`config.mk`:
```
export PLATFORM = sky130hd
export DESIGN_NAME = bcd_counter_scan7
export DESIGN_NICKNAME = d
export VERILOG_FILES = /design/src/rtl/bcd_counter_scan7_pkg.sv /design/src/rtl/bcd_counter_scan7_dec.sv /design/src/rtl/bcd_counter_scan7.sv
export SDC_FILE = /design/constraint.sdc
export NUM_CORES = 1
export LEC_CHECK = 0
export CAP_MARGIN = 20
export CORE_MARGIN = 2
export CORE_UTILIZATION = 35
export DETAILED_ROUTE_END_ITERATION = 8
export HOLD_SLACK_MARGIN = 0.08
export PLACE_DENSITY = 0.59
export SYNTH_ARGS = -nofsm -noshare
export SYNTH_HDL_FRONTEND = slang
export SYNTH_HIERARCHICAL = 1
export SYNTH_SLANG_ARGS = --single-unit
```
`constraint.sdc`:
```
create_clock -name clk -period 7.3 [get_ports clk]
set_input_delay 1.095 -clock clk [delete_from_list [all_inputs] [get_ports clk]]
set_output_delay 1.095 -clock clk [all_outputs]
set_load 0.1 [all_outputs]
```
`src/rtl/bcd_counter_scan7_pkg.sv`:
```
// Shared constants for BCD display blocks: digit width and active-high
// 7-segment patterns in {g,f,e,d,c,b,a} order.
package bcd_counter_scan7_pkg;

  localparam int BCD_W = 4;

  localparam logic [6:0] SEG_0     = 7'h3F;
  localparam logic [6:0] SEG_1     = 7'h06;
  localparam logic [6:0] SEG_2     = 7'h5B;
  localparam logic [6:0] SEG_3     = 7'h4F;
  localparam logic [6:0] SEG_4     = 7'h66;
  localparam logic [6:0] SEG_5     = 7'h6D;
  localparam logic [6:0] SEG_6     = 7'h7D;
  localparam logic [6:0] SEG_7     = 7'h07;
  localparam logic [6:0] SEG_8     = 7'h7F;
  localparam logic [6:0] SEG_9     = 7'h6F;
  localparam logic [6:0] SEG_BLANK = 7'h00;

endpackage

```
`src/rtl/bcd_counter_scan7_dec.sv`:
```
// Combinational BCD digit to active-high 7-segment pattern.
// Non-BCD codes (10-15) decode to blank.
module bcd7seg_dec
  import bcd_counter_scan7_pkg::*;
(
  input  logic [BCD_W-1:0] i_bcd,
  output logic [6:0]       o_seg
);

  always_comb begin
    o_seg = SEG_BLANK;
    case (i_bcd)
      4'd0:    o_seg = SEG_0;
      4'd1:    o_seg = SEG_1;
      4'd2:    o_seg = SEG_2;
      4'd3:    o_seg = SEG_3;
      4'd4:    o_seg = SEG_4;
      4'd5:    o_seg = SEG_5;
      4'd6:    o_seg = SEG_6;
      4'd7:    o_seg = SEG_7;
      4'd8:    o_seg = SEG_8;
      4'd9:    o_seg = SEG_9;
      default: o_seg = SEG_BLANK;
    endcase
  end

endmodule

```
`src/rtl/bcd_counter_scan7.sv`:
```
// N-digit BCD up/down counter with load, wrap pulse and a time-multiplexed
// 7-segment driver with optional leading-zero blanking.
module bcd_counter_scan7
  import bcd_counter_scan7_pkg::*;
#(
  parameter int N_DIGITS       = 4,
  parameter int SCAN_DIV       = 1000,
  parameter bit SEG_ACTIVE_LOW = 1'b1,
  parameter bit AN_ACTIVE_LOW  = 1'b1,
  parameter bit BLANK_LZ       = 1'b1
) (
  input  logic                      clk,
  input  logic                      rst_n,
  input  logic                      en,
  input  logic                      up,
  input  logic                      load,
  input  logic [BCD_W*N_DIGITS-1:0] load_val,
  output logic [BCD_W*N_DIGITS-1:0] cnt,
  output logic                      carry,
  output logic [6:0]                seg,
  output logic [N_DIGITS-1:0]       an
);

  localparam int CNT_W = BCD_W * N_DIGITS;
  localparam int DIV_W = $clog2(SCAN_DIV);
  localparam int IDX_W = (N_DIGITS > 1) ? $clog2(N_DIGITS) : 1;

  localparam logic [6:0]          SEG_OFF = SEG_ACTIVE_LOW ? 7'h7F : 7'h00;
  localparam logic [N_DIGITS-1:0] AN_OFF  = {N_DIGITS{AN_ACTIVE_LOW}};

  logic [CNT_W-1:0]    r_cnt;
  logic                r_carry;
  logic [DIV_W-1:0]    r_div;
  logic [IDX_W-1:0]    r_idx;
  logic [6:0]          r_seg_p1;
  logic [N_DIGITS-1:0] r_an_p1;

  logic [CNT_W-1:0]    w_cnt_inc;
  logic [CNT_W-1:0]    w_cnt_dec;
  logic [CNT_W-1:0]    w_load_clean;
  logic                w_wrap_up;
  logic                w_wrap_dn;
  logic [N_DIGITS-1:0] w_zero_from;
  logic [BCD_W-1:0]    w_digit;
  logic [N_DIGITS-1:0] w_an;
  logic                w_blank;
  logic [6:0]          w_seg_dec;
  logic [6:0]          w_seg;

  // Ripple increment/decrement; a carry out of the top digit is a wrap.
  always_comb begin
    logic c_up;
    logic c_dn;
    w_cnt_inc    = r_cnt;
    w_cnt_dec    = r_cnt;
    w_load_clean = load_val;
    c_up         = 1'b1;
    c_dn         = 1'b1;
    for (int k = 0; k < N_DIGITS; k++) begin
      if (c_up) begin
        if (r_cnt[k*BCD_W +: BCD_W] == 4'd9) begin
          w_cnt_inc[k*BCD_W +: BCD_W] = '0;
        end else begin
          w_cnt_inc[k*BCD_W +: BCD_W] = r_cnt[k*BCD_W +: BCD_W] + 4'd1;
          c_up = 1'b0;
        end
      end
      if (c_dn) begin
        if (r_cnt[k*BCD_W +: BCD_W] == 4'd0) begin
          w_cnt_dec[k*BCD_W +: BCD_W] = 4'd9;
        end else begin
          w_cnt_dec[k*BCD_W +: BCD_W] = r_cnt[k*BCD_W +: BCD_W] - 4'd1;
          c_dn = 1'b0;
        end
      end
      if (load_val[k*BCD_W +: BCD_W] > 4'd9) begin
        w_load_clean[k*BCD_W +: BCD_W] = '0;
      end
    end
    w_wrap_up = c_up;
    w_wrap_dn = c_dn;
  end

  // w_zero_from[k]: digit k and every digit above it are zero.
  always_comb begin
    logic z;
    w_zero_from = '0;
    z           = 1'b1;
    for (int k = N_DIGITS - 1; k >= 0; k--) begin
      z              = z && (r_cnt[k*BCD_W +: BCD_W] == 4'd0);
      w_zero_from[k] = z;
    end
  end

  always_comb begin
    w_digit = '0;
    w_an    = '0;
    w_blank = 1'b0;
    for (int k = 0; k < N_DIGITS; k++) begin
      if (IDX_W'(k) == r_idx) begin
        w_digit = r_cnt[k*BCD_W +: BCD_W];
        w_an[k] = 1'b1;
        w_blank = BLANK_LZ && (k != 0) && w_zero_from[k];
      end
    end
  end

  bcd7seg_dec u_dec (
    .i_bcd (w_digit),
    .o_seg (w_seg_dec)
  );

  assign w_seg = w_blank ? SEG_BLANK : w_seg_dec;

  // Counter stage: reset > load > en > hold.
  always_ff @(posedge clk) begin
    if (!rst_n) begin
      r_cnt   <= '0;
      r_carry <= 1'b0;
    end else if (load) begin
      r_cnt   <= w_load_clean;
      r_carry <= 1'b0;
    end else if (en) begin
      r_cnt   <= up ? w_cnt_inc : w_cnt_dec;
      r_carry <= up ? w_wrap_up : w_wrap_dn;
    end else begin
      r_carry <= 1'b0;
    end
  end

  // Scan stage: divider paces the digit index.
  always_ff @(posedge clk) begin
    if (!rst_n) begin
      r_div <= '0;
      r_idx <= '0;
    end else if (r_div == DIV_W'(SCAN_DIV - 1)) begin
      r_div <= '0;
      r_idx <= (r_idx == IDX_W'(N_DIGITS - 1)) ? '0 : r_idx + 1'b1;
    end else begin
      r_div <= r_div + 1'b1;
    end
  end

  // Display output stage: polarity applied once, here.
  always_ff @(posedge clk) begin
    if (!rst_n) begin
      r_seg_p1 <= SEG_OFF;
      r_an_p1  <= AN_OFF;
    end else begin
      r_seg_p1 <= SEG_ACTIVE_LOW ? ~w_seg : w_seg;
      r_an_p1  <= AN_ACTIVE_LOW ? ~w_an : w_an;
    end
  end

  assign cnt   = r_cnt;
  assign carry = r_carry;
  assign seg   = r_seg_p1;
  assign an    = r_an_p1;

endmodule
```
==> flow_summary.toml, run 1 <==
[floorplanning]
dieArea_sq_mm = 0.00870
chipWidth_um = 93.3
die_h_um = 93.3
core_area_sq_mm = 0.00773
start_util_pct = 36.1
io_pins = 49
rows = 32

[global_routing]
overflow = 0
grt_pass1_vias = 2436
grt_first_pass_wirelength_um = 11300
grt_usage_pct = 15.8
antenna_found_initial = 0
grt_max_degree = 39

[sta]
tightest_slew_ns = 1.10
drv_slew = 0
fmax_mhz = 301
fin_setup_tns_ns = 0
period_share_pct = 45.5
slew_headroom_pct = 25.7
fin_skew_ns = 0.00647
report.final.hold_viol_count = 0
final-setup-viol-count = 0
hold_slack_ns = 0.458
rsz0062_at_grt = "false"
period_needed_ns = 3.32

[routing]
postRouteAntennaNets = 0
via_count = 2616
routed_wl_um = 6740
drc_errors = 0
routedWlPerCell_um = 13.6
first_iter_violations = 96
dr.pass1.iters = 4
via_per_inst = 5.28

[synthesis]
synth_area_leaders = "dfxtp_1 29%, ha_1 4.9%, a21oi_1 4.8%, o21ai_0 4.5%, nand2_1 4.3%"
synth_nets = 397
synthAdderAreaFrac_pct = 4.93
synth_top_family_by_area = "simple AND/OR/NAND/NOR gates"
synth_edf_count = 0
syn_avg_cell_area_sq_um = 7.64
synthXorXnorAreaFrac_pct = 4.71
ys_ff_latch = 40
syn_area_sq_mm = 0.00279
yosysTopAreaCell = "dfxtp_1"
ys_warn_count = 6
synth_compound_area_share_pct = 25.0
synth_mux_area_share_pct = 1.44
seq_area_frac_synth_pct = 28.7
synthTopCellsByCount = "40 x dfxtp_1, 32 x nand2_1, 29 x nor2_1, 27 x a21oi_1, 25 x o21ai_0"
synthArstFlopShare_pct = 0
yosysMostFrequentCell = "dfxtp_1"
synth_ff_type = "dfxtp_1"
yosys.area_share.simple_pct = 27.5
yosysTopAreaCellShare_pct = 28.7
synth_cell_types = 61
syn_inst = 365

[critical_path]
worstSetupStartpointType = "register"
critPathSlowestCell = "clkdlybuf4s50_1"
crit_fanout = 18
criticalPathCategory = "register to output pin"
crit_chain = "clkdlybuf4s50_1"
arrival_ns = 2.22
r2r_slack_ns = 4.37
crit_required_ns = 6.20
crit_buf_inv = 1
worstSetupEndpointType = "output pin"
slowest_delay_ns = 1.25
cp_top_family = "buffers and inverters"

[pwr]
leakage_nw = 1.20
power.density_mw_per_mm2 = 186
ir_drop_v = 0.0000635

[clocking]
cts_buffers = 5
htree_levels = 2
cts_resized = 0
clk-insertion-delay-late_ns = 0.30
post_cts_buffers = 0
cts.clk_slew.worst_paths_ns = 0.08
root_buffer = "clkbuf_8"
cts_hold_buf = 0
cts_tree = "yes"
ctsLongestPathBuffers = 2
clock_sinks = 40

[final_layout]
nets = 424
areaGrowthSynthToFinish_pct = 20.9
n_fill_cell = 816
layout-drive-gt1-share_pct = 5.85
antenna_cells = 0

[outcome]
status = "finished clean"

[placed_design]
routabilityCongestion = 0.760
dp_hpwl_um = 4660
numPortBuffers = 48

[min_path]
min_path_type = "register to register"

[run]
drv_cap = 0
-- cell usage in the layout, fill, tap and decap left out, types with 3 or more instances in the layout --
cell             synthesis  layout
a211oi_1                 4       4
a21oi_1                 27      27
a22oi_1                  3       3
a31oi_1                 12      12
and3_1                   5       5
and4_1                   4       4
clkbuf_8                 0       6
clkdlybuf4s50_1          0      48
dfxtp_1                 40      40
ha_1                    11      11
inv_1                   18      18
mux2i_1                  4       4
nand2_1                 32      32
nand2b_1                 4       4
nand3_1                 15      15
nand3b_1                10      10
nor2_1                  29      29
nor2b_1                  6       6
nor3_1                   8       8
nor4_1                   6       6
o211ai_1                 5       5
o21ai_0                 25      25
o22ai_1                  7       7
o31ai_1                  4       4
xnor2_1                 11      11
xor2_1                   4       4
-- report_power, final --
group | total, mW | internal, mW | switching [mW]
Sequential | 0.257 | 0.231 | 0.0263
Combinational | 0.211 | 0.0696 | 0.141
Clock | 0.159 | 0.0766 | 0.0825
-- cell type report --
class	count	area [sq um]	share of cell area, %
tap	102	128	3.79
multi-input combinational	275	1770	52.6
inverter	19	71.3	2.12
sequential	40	801	23.8
clock buffer	6	82.6	2.45
timing repair buffer	51	500	14.8
clock inverter	2	15.0	0.445
-- state kept, by name, summed over array words and instances (netlist names) --
signal / flops
r_div: 10
an: 4
cnt: 16
carry: 1
seg: 7
r_idx: 2
-- per-stage QoR --
stage	utilization, %	power [mW]	instances	instance area (sq um)	setup slack, ns
5_1_grt	43.6	0.657	495	3370	3.90
3_5_place_dp	42.3	0.473	486	3270	4.01
4_1_cts	43.6	0.632	494	3370	3.97
6_report	43.6	0.627	495	3370	3.98
2_1_floorplan	-	0.422	365	2790	4.32
3_3_place_gp	42.3	0.471	486	3270	4.04
-- per-layer routing --
metal / GRT usage (%) / up-vias / wire length [um]
li1: - / 1367 / -
met1: 20.9 / 1201 / 3410
met2: 26.6 / 41 / 3050
met3: 2.90 / 7 / 206
met4: 4.04 / 0 / 73
met5: 0 / - / 0
-- final timing paths --
kind,start,end,cells past startpoint
max,cnt[0]$_SDFFE_PN0P_,cnt[0],1
max reg2reg,r_idx[1]$_SDFFE_PN0N_,seg[0]$_SDFF_PN1_,12
min,r_div[0]$_SDFF_PP0_,r_div[0]$_SDFF_PP0_,1
min reg2reg,r_div[0]$_SDFF_PP0_,r_div[0]$_SDFF_PP0_,1
-- cells by family (layout without fill, tap and decap cells) --
family                     Yosys count  after routing
xor gates and xnor gates            15             15
buffers and inverters               50             78
and+or+nand+nor                    138            138
DFF                                 40             40
muxes                                4              4
AOI/OAI and AO/OA                  107            107
adders and majority gates           11             11
No activity file was read; power rests on OpenSTA's default activity.
==> run 2: changes to the inputs <==
--- a/config.mk
+++ b/config.mk
@@ -10,7 +10,7 @@
 export CORE_UTILIZATION = 35
 export DETAILED_ROUTE_END_ITERATION = 8
 export HOLD_SLACK_MARGIN = 0.08
-export PLACE_DENSITY = 0.59
+export PLACE_DENSITY = 0.61
 export SYNTH_ARGS = -nofsm -noshare
 export SYNTH_HDL_FRONTEND = slang
 export SYNTH_HIERARCHICAL = 1
==> constraint.sdc (replaced) <==
create_clock -name clk -period 2.9 [get_ports clk]
set_input_delay 0.435 -clock clk [delete_from_list [all_inputs] [get_ports clk]]
set_output_delay 0.435 -clock clk [all_outputs]
set_load 0.1 [all_outputs]
==> run 2 against run 1 <==
- combinational power grew to 2.5 times the previous value
- register-to-register slack lost 3.8 ns
- critical path type is now register to register
- sequential power grew 150%
- cell count grew 1.6%
- non-clock buffer count grew 8
- total power grew to 2.6 times the previous value
- highest routed layer unchanged
- first-iteration DRC count grew 19%
- core utilization grew 0.15 points
- critical endpoint is now seg[1]$_SDFF_PN1_
- largest power group unchanged
- critical path depth grew 9
==> flow_summary.toml, run 2 (synthesis results as in run 1) <==
[outcome]
status = "finished clean"

[critical_path]
worstSetupStartpointType = "register"
worstSetupEndpointType = "register"
criticalPathCategory = "register to register"
crit_required_ns = 3.07
crit_fanout = 10
arrival_ns = 2.48

[sta]
period_share_pct = 79.5
final-setup-viol-count = 0
period_needed_ns = 2.31
fin_skew_ns = 0.00817
hold_slack_ns = 0.464
tightest_slew_ns = 0.608
report.final.hold_viol_count = 0
fmax_mhz = 434
rsz0062_at_grt = "false"
fin_setup_tns_ns = 0
slew_headroom_pct = 59.3
drv_slew = 0

[global_routing]
grt_first_pass_wirelength_um = 11300
antenna_found_initial = 0
grt_max_degree = 22
grt_pass1_vias = 2377
grt_usage_pct = 15.8
overflow = 0

[final_layout]
finish.utilization_pct = 43.8
nets = 432
largest_register_ff_count = 16
final_area_sq_mm = 0.00338
final_cell_mix = "39 x dfxtp_1, 39 x buf_4, 32 x nand2_1"
layout-drive-gt1-share_pct = 15.0
antenna_cells = 0
areaGrowthSynthToFinish_pct = 21.3

[placed_design]
numPortBuffers = 48
routabilityCongestion = 0.792
dp_hpwl_um = 4740
placed_area_sq_mm = 0.00327

[pwr]
power.density_mw_per_mm2 = 489
ir_drop_v = 0.000181
power.total_mw = 1.65
leakage_nw = 1.28

[routing]
routed_wl_um = 6610
routedWlPerCell_um = 13.1
dr.pass1.iters = 4
via_per_inst = 5.21
via_count = 2621
drc_errors = 0
postRouteAntennaNets = 0
first_iter_violations = 114

[clocking]
cts.clk_slew.worst_paths_ns = 0.09
clk-insertion-delay-late_ns = 0.30
htree_levels = 2
cts_hold_buf = 0
ctsLongestPathBuffers = 2
root_buffer = "clkbuf_8"
cts_buffers = 5
post_cts_buffers = 0
cts_tree = "yes"
clock_sinks = 40
cts_resized = 0

[min_path]
min_path_type = "register to register"

[floorplanning]
chipWidth_um = 93.3
die_h_um = 93.3
start_util_pct = 36.1
core_area_sq_mm = 0.00773
io_pins = 49
rows = 32
dieArea_sq_mm = 0.00870

[run]
drv_cap = 0
run 2: cell count changes in the layout (fill, tap and decap cells not counted):
cell and delta:
buf_4 +37, clkdlybuf4s50_1 -28, buf_2 -1, bufinv_16 +1, clkbuf_8 -1, clkinvlp_4 -1
dfxtp_1 -1, dfxtp_2 +1, inv_6 +1
run 2: path summary, 6_finish.rpt:
path                    startpoint             endpoint  slack [ns]  cells after the start
max          r_idx[1]$_SDFFE_PN0N_    seg[1]$_SDFF_PN1_        0.59                     10
min            r_div[0]$_SDFF_PP0_  r_div[0]$_SDFF_PP0_        0.46                      1
max reg2reg  r_idx[1]$_SDFFE_PN0N_    seg[1]$_SDFF_PN1_        0.59                     10
min reg2reg    r_div[0]$_SDFF_PP0_  r_div[0]$_SDFF_PP0_        0.46                      1
run 2: final cells by class:
cell class	count	area, sq um
Sequential cell	40	802
Multi-Input combinational cell	275	1770
Clock buffer	5	68.8
Clock inverter	3	46.3
Inverter	19	71.3
Tap cell	102	128
Timing Repair Buffer	59	493
Fill cell	786	4350
run 2: critical path, cell delays in order, from the launching register on:
cell      delay (ns)
dfxtp_1         0.38
inv_1           0.08
ha_1            0.28
nand3b_1        0.19
a21oi_1         0.15
a21oi_1         0.06
o21ai_0         0.33
inv_1           0.16
ha_1            0.33
o21ai_0         0.16
nand2_1         0.07
run 2: metal layers:
metal	up-vias	track usage [%]	part of all wire, %
met1	1204	20.9	48
li1	1375	-	-
met3	7	2.58	2.9
met4	0	4.90	1.1
met2	35	26.1	48
met5	-	0	0
run 2: report_power, final:
group	total (mW)	switching [mW]	internal [mW]
clock network	0.477	0.218	0.259
logic	0.535	0.361	0.174
registers	0.640	0.0593	0.581
run 2: per-stage QoR:
step / setup slack [ns] / cells
floorplan: 0.0325 / 365
global placement: 0.607 / 495
detailed placement: 0.550 / 495
CTS: 0.578 / 503
global route: 0.321 / 503
finish: 0.593 / 503
